**src/rtl/alu_pkg.sv**
```systemverilog
// Shared definitions for the multi-cycle handshaked ALU.
// Holds the opcode map, the legal-opcode bound, opcode class helpers
// and the controller state encoding.
package alu_pkg;

    // Opcode map
    localparam logic [3:0] SEQ   = 4'd0;
    localparam logic [3:0] XNOR  = 4'd1;
    localparam logic [3:0] NAND  = 4'd2;
    localparam logic [3:0] AND   = 4'd3;
    localparam logic [3:0] SLT   = 4'd4;
    localparam logic [3:0] PASSB = 4'd5;
    localparam logic [3:0] ADD   = 4'd6;
    localparam logic [3:0] MUL   = 4'd7;
    localparam logic [3:0] SLTU  = 4'd8;

    // Every opcode above this one is illegal
    localparam logic [3:0] LAST_LEGAL_OP = SLTU;

    // Controller states
    localparam logic [1:0] IDLE     = 2'd0;
    localparam logic [1:0] MUL_BUSY = 2'd1;
    localparam logic [1:0] HOLD     = 2'd2;

    function automatic logic is_mul(input logic [3:0] op);
        return op == MUL;
    endfunction

    function automatic logic is_illegal(input logic [3:0] op);
        return op > LAST_LEGAL_OP;
    endfunction

endpackage

```
**src/rtl/alu_mc_handshake_if.sv**
```systemverilog
// Operand/result bus of the multi-cycle ALU.
//   opcode, input1, input2, in_valid : operation request (producer -> ALU)
//   in_ready                         : ALU accepts the request this cycle
//   result, carryFlag, zeroFlag,
//   errFlag, out_valid               : registered response (ALU -> consumer)
//   out_ready                        : consumer takes the response
// master = issue/writeback side, slave = the ALU.
interface alu_mc_handshake_if #(
    parameter int WIDTH = 8
);
    logic [3:0]       opcode;
    logic [WIDTH-1:0] input1;
    logic [WIDTH-1:0] input2;
    logic             in_valid;
    logic             in_ready;
    logic [WIDTH-1:0] result;
    logic             carryFlag;
    logic             zeroFlag;
    logic             errFlag;
    logic             out_valid;
    logic             out_ready;

    modport master (
        output opcode, input1, input2, in_valid, out_ready,
        input  in_ready, result, carryFlag, zeroFlag, errFlag, out_valid
    );

    modport slave (
        input  opcode, input1, input2, in_valid, out_ready,
        output in_ready, result, carryFlag, zeroFlag, errFlag, out_valid
    );
endinterface

```
**src/rtl/alu_shift_add_mul.sv**
```systemverilog
// Iterative shift-add multiplier, one partial product per clock.
//   clk, rst : clock, synchronous active-high reset
//   start    : load a/b and begin WIDTH iterations
//   a, b     : operands, captured on start
//   done     : high in the cycle whose clock edge completes the last step
//   product  : full 2*WIDTH product; valid together with done
module alu_shift_add_mul
    import alu_pkg::*;
#(
    parameter int WIDTH = 8
) (
    input  logic               clk,
    input  logic               rst,
    input  logic               start,
    input  logic [WIDTH-1:0]   a,
    input  logic [WIDTH-1:0]   b,
    output logic               done,
    output logic [2*WIDTH-1:0] product
);
    localparam int CNT_W = $clog2(WIDTH) + 1;

    logic [WIDTH-1:0]   a_q, a_d;
    logic [2*WIDTH-1:0] acc_q, acc_d;
    logic [CNT_W-1:0]   cnt_q, cnt_d;
    logic [WIDTH:0]     partial;
    logic [2*WIDTH-1:0] step;

    // acc = {partial product, remaining multiplier bits}. Each step adds the
    // multiplicand to the upper half when the current multiplier LSB is set,
    // then shifts right, keeping the add's carry as the new top bit.
    always_comb begin
        partial = {1'b0, acc_q[2*WIDTH-1:WIDTH]} + (acc_q[0] ? {1'b0, a_q} : '0);
        step    = {partial, acc_q[WIDTH-1:1]};

        a_d   = a_q;
        acc_d = acc_q;
        cnt_d = cnt_q;
        if (start) begin
            a_d   = a;
            acc_d = {{WIDTH{1'b0}}, b};
            cnt_d = CNT_W'(WIDTH);
        end else if (cnt_q != '0) begin
            acc_d = step;
            cnt_d = cnt_q - CNT_W'(1);
        end
    end

    // The final step's result is exposed combinationally so the owner can
    // register it on the same edge the counter reaches zero.
    assign done    = (cnt_q == CNT_W'(1));
    assign product = step;

    always_ff @(posedge clk) begin
        if (rst) begin
            a_q   <= '0;
            acc_q <= '0;
            cnt_q <= '0;
        end else begin
            a_q   <= a_d;
            acc_q <= acc_d;
            cnt_q <= cnt_d;
        end
    end
endmodule

```
**src/rtl/alu_mc_handshake.sv**
```systemverilog
// Registered ALU with valid/ready handshakes and an iterative multiplier.
//   clk, rst : clock, synchronous active-high reset
//   bus      : slave side of alu_mc_handshake_if (request in, response out)
// Non-MUL ops answer one edge after acceptance; MUL answers WIDTH edges
// after acceptance. The response is held until the consumer takes it.
module alu_mc_handshake
    import alu_pkg::*;
#(
    parameter int WIDTH = 8
) (
    input logic               clk,
    input logic               rst,
    alu_mc_handshake_if.slave bus
);
    logic [1:0]         state_q, state_d;
    logic [WIDTH-1:0]   result_q, result_d;
    logic               carry_q, carry_d;
    logic               zero_q, zero_d;
    logic               err_q, err_d;
    logic               out_valid_q, out_valid_d;

    logic               in_ready;
    logic               accept;
    logic               mul_start;
    logic               mul_done;
    logic [2*WIDTH-1:0] mul_product;
    logic [WIDTH:0]     add_sum;
    logic [WIDTH-1:0]   op_res;
    logic               op_carry;

    assign in_ready = !rst && ((state_q == IDLE) || (state_q == HOLD && bus.out_ready));
    assign accept   = bus.in_valid && in_ready;

    alu_shift_add_mul #(.WIDTH(WIDTH)) u_mul (
        .clk     (clk),
        .rst     (rst),
        .start   (mul_start),
        .a       (bus.input1),
        .b       (bus.input2),
        .done    (mul_done),
        .product (mul_product)
    );

    // Single-cycle operations
    always_comb begin
        add_sum  = {1'b0, bus.input1} + {1'b0, bus.input2};
        op_res   = '0;
        op_carry = 1'b0;
        case (bus.opcode)
            SEQ:   op_res = {{(WIDTH-1){1'b0}}, bus.input1 == bus.input2};
            XNOR:  op_res = ~(bus.input1 ^ bus.input2);
            NAND:  op_res = ~(bus.input1 & bus.input2);
            AND:   op_res = bus.input1 & bus.input2;
            SLT:   op_res = {{(WIDTH-1){1'b0}}, $signed(bus.input1) < $signed(bus.input2)};
            PASSB: op_res = bus.input2;
            ADD: begin
                op_res   = add_sum[WIDTH-1:0];
                op_carry = add_sum[WIDTH];
            end
            SLTU:  op_res = {{(WIDTH-1){1'b0}}, bus.input1 < bus.input2};
            default: op_res = '0;
        endcase
    end

    // Controller and output registers. An accept in HOLD takes priority over
    // the plain HOLD->IDLE exit so back-to-back operations have no bubble.
    always_comb begin
        state_d     = state_q;
        result_d    = result_q;
        carry_d     = carry_q;
        zero_d      = zero_q;
        err_d       = err_q;
        out_valid_d = out_valid_q;
        mul_start   = 1'b0;

        if (accept) begin
            if (is_mul(bus.opcode)) begin
                mul_start   = 1'b1;
                out_valid_d = 1'b0;
                state_d     = MUL_BUSY;
            end else begin
                result_d    = op_res;
                carry_d     = op_carry;
                zero_d      = (op_res == '0);
                err_d       = is_illegal(bus.opcode);
                out_valid_d = 1'b1;
                state_d     = HOLD;
            end
        end else if (state_q == HOLD && bus.out_ready) begin
            out_valid_d = 1'b0;
            state_d     = IDLE;
        end else if (state_q == MUL_BUSY && mul_done) begin
            result_d    = mul_product[WIDTH-1:0];
            carry_d     = |mul_product[2*WIDTH-1:WIDTH];
            zero_d      = (mul_product[WIDTH-1:0] == '0);
            err_d       = 1'b0;
            out_valid_d = 1'b1;
            state_d     = HOLD;
        end else if (state_q != IDLE && state_q != MUL_BUSY && state_q != HOLD) begin
            out_valid_d = 1'b0;
            state_d     = IDLE;
        end
    end

    always_ff @(posedge clk) begin
        if (rst) begin
            state_q     <= IDLE;
            result_q    <= '0;
            carry_q     <= 1'b0;
            zero_q      <= 1'b0;
            err_q       <= 1'b0;
            out_valid_q <= 1'b0;
        end else begin
            state_q     <= state_d;
            result_q    <= result_d;
            carry_q     <= carry_d;
            zero_q      <= zero_d;
            err_q       <= err_d;
            out_valid_q <= out_valid_d;
        end
    end

    assign bus.in_ready  = in_ready;
    assign bus.result    = result_q;
    assign bus.carryFlag = carry_q;
    assign bus.zeroFlag  = zero_q;
    assign bus.errFlag   = err_q;
    assign bus.out_valid = out_valid_q;
endmodule

```
**src/flat_wrapper.sv**
```systemverilog
// flat-port wrapper written by rule: the top's interface ports become plain ports
module alu_mc_handshake_flat import alu_pkg::*;
#(
    parameter int WIDTH = 8
)
  (clk, rst, bus_opcode, bus_input1, bus_input2, bus_in_valid, bus_out_ready, bus_in_ready, bus_result, bus_carryFlag, bus_zeroFlag, bus_errFlag, bus_out_valid);
  alu_mc_handshake_if #(.WIDTH(WIDTH)) bus_i ();
  input logic clk;
  input logic rst;
  input wire logic [$bits(bus_i.opcode)-1:0] bus_opcode;
  input wire logic [$bits(bus_i.input1)-1:0] bus_input1;
  input wire logic [$bits(bus_i.input2)-1:0] bus_input2;
  input wire logic [$bits(bus_i.in_valid)-1:0] bus_in_valid;
  input wire logic [$bits(bus_i.out_ready)-1:0] bus_out_ready;
  output wire logic [$bits(bus_i.in_ready)-1:0] bus_in_ready;
  output wire logic [$bits(bus_i.result)-1:0] bus_result;
  output wire logic [$bits(bus_i.carryFlag)-1:0] bus_carryFlag;
  output wire logic [$bits(bus_i.zeroFlag)-1:0] bus_zeroFlag;
  output wire logic [$bits(bus_i.errFlag)-1:0] bus_errFlag;
  output wire logic [$bits(bus_i.out_valid)-1:0] bus_out_valid;
  assign bus_i.opcode = bus_opcode;
  assign bus_i.input1 = bus_input1;
  assign bus_i.input2 = bus_input2;
  assign bus_i.in_valid = bus_in_valid;
  assign bus_i.out_ready = bus_out_ready;
  assign bus_in_ready = bus_i.in_ready;
  assign bus_result = bus_i.result;
  assign bus_carryFlag = bus_i.carryFlag;
  assign bus_zeroFlag = bus_i.zeroFlag;
  assign bus_errFlag = bus_i.errFlag;
  assign bus_out_valid = bus_i.out_valid;
  alu_mc_handshake #(.WIDTH(WIDTH)) u_core (.clk(clk), .rst(rst), .bus(bus_i));
endmodule
```
**config.mk**
```make
export PLATFORM = sky130hd
export DESIGN_NAME = alu_mc_handshake_flat
export DESIGN_NICKNAME = d
export VERILOG_FILES = /design/src/rtl/alu_pkg.sv /design/src/rtl/alu_mc_handshake_if.sv /design/src/rtl/alu_shift_add_mul.sv /design/src/rtl/alu_mc_handshake.sv /design/src/flat_wrapper.sv
export SDC_FILE = /design/constraint.sdc
export NUM_CORES = 1
export LEC_CHECK = 0
export ABC_AREA = 0
export CAP_MARGIN = 20
export CORE_MARGIN = 2
export CORE_UTILIZATION = 61
export DETAILED_ROUTE_END_ITERATION = 7
export DONT_BUFFER_PORTS = 1
export PLACE_DENSITY = 0.77
export SKIP_CTS_REPAIR_TIMING = 1
export SLEW_MARGIN = 5
export SYNTH_ARGS = -nofsm -noshare
export SYNTH_HDL_FRONTEND = slang
export SYNTH_SLANG_ARGS = --single-unit
```
**constraint.sdc**
```tcl
create_clock -name clk -period 2.3 [get_ports clk]
set_input_delay 0.46 -clock clk [delete_from_list [all_inputs] [get_ports clk]]
set_output_delay 0.46 -clock clk [all_outputs]
set_load 0.1 [all_outputs]
```
==> impl_summary.md <==
Status
The run finished, with violations left. The final reports fail on negative setup slack.

Worst setup path
The startpoint of the lowest-slack register-to-register path is u_core.u_mul.acc_q[0]. The required time of the critical path is ~2500 ps. The number of cells on the worst reg-to-reg path is 9. The maximum fanout along the worst path is 5. The most critical setup path has its startpoint at u_core.u_mul.acc_q[0].

Counting both buffers and inverters, the worst setup path holds a total of 1. The largest individual stage delay along the critical path comes from the cell sky130_fd_sc_hd__dfxtp_2. The worst register-to-register path ends at u_core.bus.carryFlag.

The critical path in this run is classified as reg2reg. The number of gates on the worst path with buffers counted is 9. The family with the most delay on the worst path is compound AO/OA/AOI/OAI gates.

Traced cell by cell, the critical path runs through buf_4 > and2_1 > ha_1 > o21a_1 > o31a_1 > o21ai_0 > nand3_4 > nor4bb_2 > a21oi_1. STA classifies the critical path endpoint as a flop. The critical path arrival is 2500 ps. The most critical setup path has its endpoint at u_core.bus.carryFlag. The worst setup path is launched from a flop. The biggest cell delay along the critical path is 340 ps. The worst reg-to-reg setup slack is -10 ps.

STA
In the finished design, the share of the clock period the worst path needs comes to 100%. In the post-route analysis, the smallest setup slack over all paths is -11.1 ps. The accumulated negative setup slack is -11.1 ps. The normalized max-slew margin is 54.4%. The total of endpoints with negative setup slack in the final report is 1. Setup repair after global routing could not meet its margin everywhere. The shortest period the worst path allows is 2310 ps. Timing would allow up to 0.433 GHz.

The transition time at the pin with the least slew margin is 683 ps. The largest clock skew in the final design is 10.8 ps. The total count of max-transition violations in the final report is 0. The minimum hold slack is 216 ps.

The final number of hold-violating endpoints was 0.

Die
The die is 76.4 µm tall. The area of the die is 5830 µm². The core region is 5070 µm². The effective utilization at floorplan is 63.0%. In this run the count of I/O pins placed on the die edge is 37.

The horizontal extent of the die is 76.4 µm. The number of placement rows is 26.

Routing
In this run, the number of DRC markers left after iteration 0 of detailed routing was 271. The detailed-routing iteration count for the pre-antenna-repair pass is 5. Using the TritonRoute via totals, the vias-per-cell ratio works out to roughly 6.3. For this block, the routed nets add up to 8660 µm of wire.

Dividing the detail-routed wire length by the instance count gives 17.4 µm. The number of vias in the routed layout is about 3100. After detailed routing, the number of remaining DRC violations is 0. The remaining antenna violation count after routing is 0.

Place
The number of port buffers is 0. The final weighted congestion of routability-driven global placement is 0.916. Once detailed placement completed, the half-perimeter wirelength came to 6380 µm. The number of placed instances, taps included, is 486.

Synthesis
The post-synthesis sequential element count is 41. The synthesized design devotes to its leading area cell type 25.7% of total area. Among all flip-flop cells after synthesis, the most frequent one is sky130_fd_sc_hd__dfxtp_1. The per-instance average area after synthesis is about 8 µm². The number of distinct standard cells referenced by the synthesized netlist is 69. The number of enable-type register cells in the synthesized netlist is 0. The number of instances in the synthesized netlist is ~410. The top cell type by total area after synthesis is sky130_fd_sc_hd__dfxtp_1. By area the synthesized netlist is led by sky130_fd_sc_hd__dfxtp_1 26%, sky130_fd_sc_hd__ha_1 11%, sky130_fd_sc_hd__nand2_1 7.4%, sky130_fd_sc_hd__a21oi_1 5.2%, sky130_fd_sc_hd__nor2_1 3.9%. The sequential share of the synthesized area is 25.7%. The warning count from the yosys run is 0.

The number of nets in the synthesized netlist is between 400 and 500. The cell area that synthesis handed to floorplanning was about 3200 µm². After synthesis, the share of flip-flops with an asynchronous set or reset is 0%.

Hold path
The path class of the lowest-slack min-delay path is in2reg. Counting instances, the worst hold path has a depth of 1. The launch point of the worst hold path is rst.

Finish
The area added between synthesis and finish is 13.0%. The count of nets after finishing is approximately 480. The final cell utilization of the core is 71.1%.

The share of post-route cells with drive strength above 1 is 17.3%. The count of filler cells inserted in the layout is 432. The library cell used most frequently in the layout, excluding fill and tap cells, is sky130_fd_sc_hd__nand2_1. The antenna cell count is 0.

Leaving out fill and tap cells, the most frequent cells in the layout are 62 x sky130_fd_sc_hd__nand2_1, 38 x sky130_fd_sc_hd__dfxtp_1, 32 x sky130_fd_sc_hd__nor2_1, 32 x sky130_fd_sc_hd__buf_4, 31 x sky130_fd_sc_hd__a21oi_1. Once layout is complete, the cells apart from fillers number 497.

Clock network
The tree built by TritonCTS fans out to 41 sinks. After clock tree synthesis, the clock-pin slew on the worst setup and hold paths is approximately 90 ps. For the worst-skew pair, the clock arrives at the later sink with an insertion delay of roughly 300 ps. The tree is rooted in a sky130_fd_sc_hd__clkbuf_8. The H-tree was split into 2 levels. Counting along the longest clock path gives a buffer depth of 2. TritonCTS built the clock tree.

The number of clock buffers added by TritonCTS is 5.

Global routing
The via count of the first global-routing pass is 2869. The number of antenna violations at the first check in global routing came to 0. The leftover overflow at the end of global routing is 0. The global-route wire length before repair is 13900 µm. The overall routing resource usage is 29.2%. Entering global routing, the biggest net connects 32 pins.

Power and ir drop
For this design the static power due to leakage is 1.46 nW. IR analysis of the VDD net gives a maximum drop of between 0.0008 and 0.0009 V. The total power divided by cell area is 672 nW/µm². Total power for the finished layout comes to about 2.4 mW.

Flow run
The number of max-cap violations is 0.
[Yosys cell counts, types with 9 or more instances]
cell and instances:
sky130_fd_sc_hd__nand2_1 63, sky130_fd_sc_hd__dfxtp_1 41, sky130_fd_sc_hd__a21oi_1 33, sky130_fd_sc_hd__nor2_1 33
sky130_fd_sc_hd__ha_1 27, sky130_fd_sc_hd__inv_1 24, sky130_fd_sc_hd__nand3_1 12, sky130_fd_sc_hd__xnor2_1 12
sky130_fd_sc_hd__o21ai_0 10, sky130_fd_sc_hd__a311oi_1 9, sky130_fd_sc_hd__and2_1 9, sky130_fd_sc_hd__buf_2 9
sky130_fd_sc_hd__clkbuf_1 9, sky130_fd_sc_hd__nand2b_1 9, sky130_fd_sc_hd__nor3_1 9
[report_power, final]
| group | internal, mW | switching (mW) |
|---|---|---|
| logic | 0.384 | 0.658 |
| registers | 0.809 | 0.0732 |
| clock network | 0.243 | 0.257 |
| total | 1.44 | 0.988 |
[sequential cells by signal (all words and copies together), names as in the netlist]
register,count
u_core.bus.out_valid,1
u_core.bus.errFlag,1
u_core.bus.zeroFlag,1
u_core.state_q,1
u_core.bus.carryFlag,1
u_core.u_mul.cnt_q,4
u_core.u_mul.acc_q,16
u_core.bus.result,8
u_core.u_mul.a_q,8
[worst min path at each step]
stage / end / slack [ps]
4_1_cts: u_core.u_mul.a_q[5] / 210
5_1_grt: u_core.u_mul.a_q[5] / 200
2_1_floorplan: u_core.u_mul.a_q[0] / 430
3_3_place_gp: u_core.u_mul.a_q[4] / 440
6_report: u_core.u_mul.a_q[0] / 220
3_5_place_dp: u_core.u_mul.a_q[3] / 450
[per-stage QoR]
step | cell area [µm²] | setup slack, ps
after global routing | 3610 | -119
after detailed placement | 3400 | -72.1
after floorplan | 3210 | 57.6
final | 3610 | -11.1
after global placement | 3400 | 32.7
after CTS | 3500 | 9.77
[routing by layer]
| metal | up-vias | share of wire, % | GRT usage [%] |
|---|---|---|---|
| met2 | 161 | 47 | 47.6 |
| met1 | 1492 | 43 | 39.6 |
| met4 | 0 | 1.7 | 7.82 |
| met3 | 17 | 8.3 | 5.57 |
| li1 | 1474 | - | - |
| met5 | - | 0 | 0 |
[cell type report]
class / instances / area [µm²] / area share [%]
timing repair buffer: 33 / 251 / 6.97
clock buffer: 6 / 82.6 / 2.29
sequential: 41 / 825 / 22.8
inverter: 24 / 90.1 / 2.50
tap: 70 / 87.6 / 2.43
clock inverter: 2 / 13.8 / 0.381
multi-input combinational: 321 / 2260 / 62.6
[cells by family after synthesis]
logic type,synth area share [%]
xor+xnor,4.39
buf+inv,6.66
mux,1.61
simple gates,27.1
flops,25.7
fa+ha+maj,11.8
compound gates,22.8
Power figures use the tool's default switching activity.
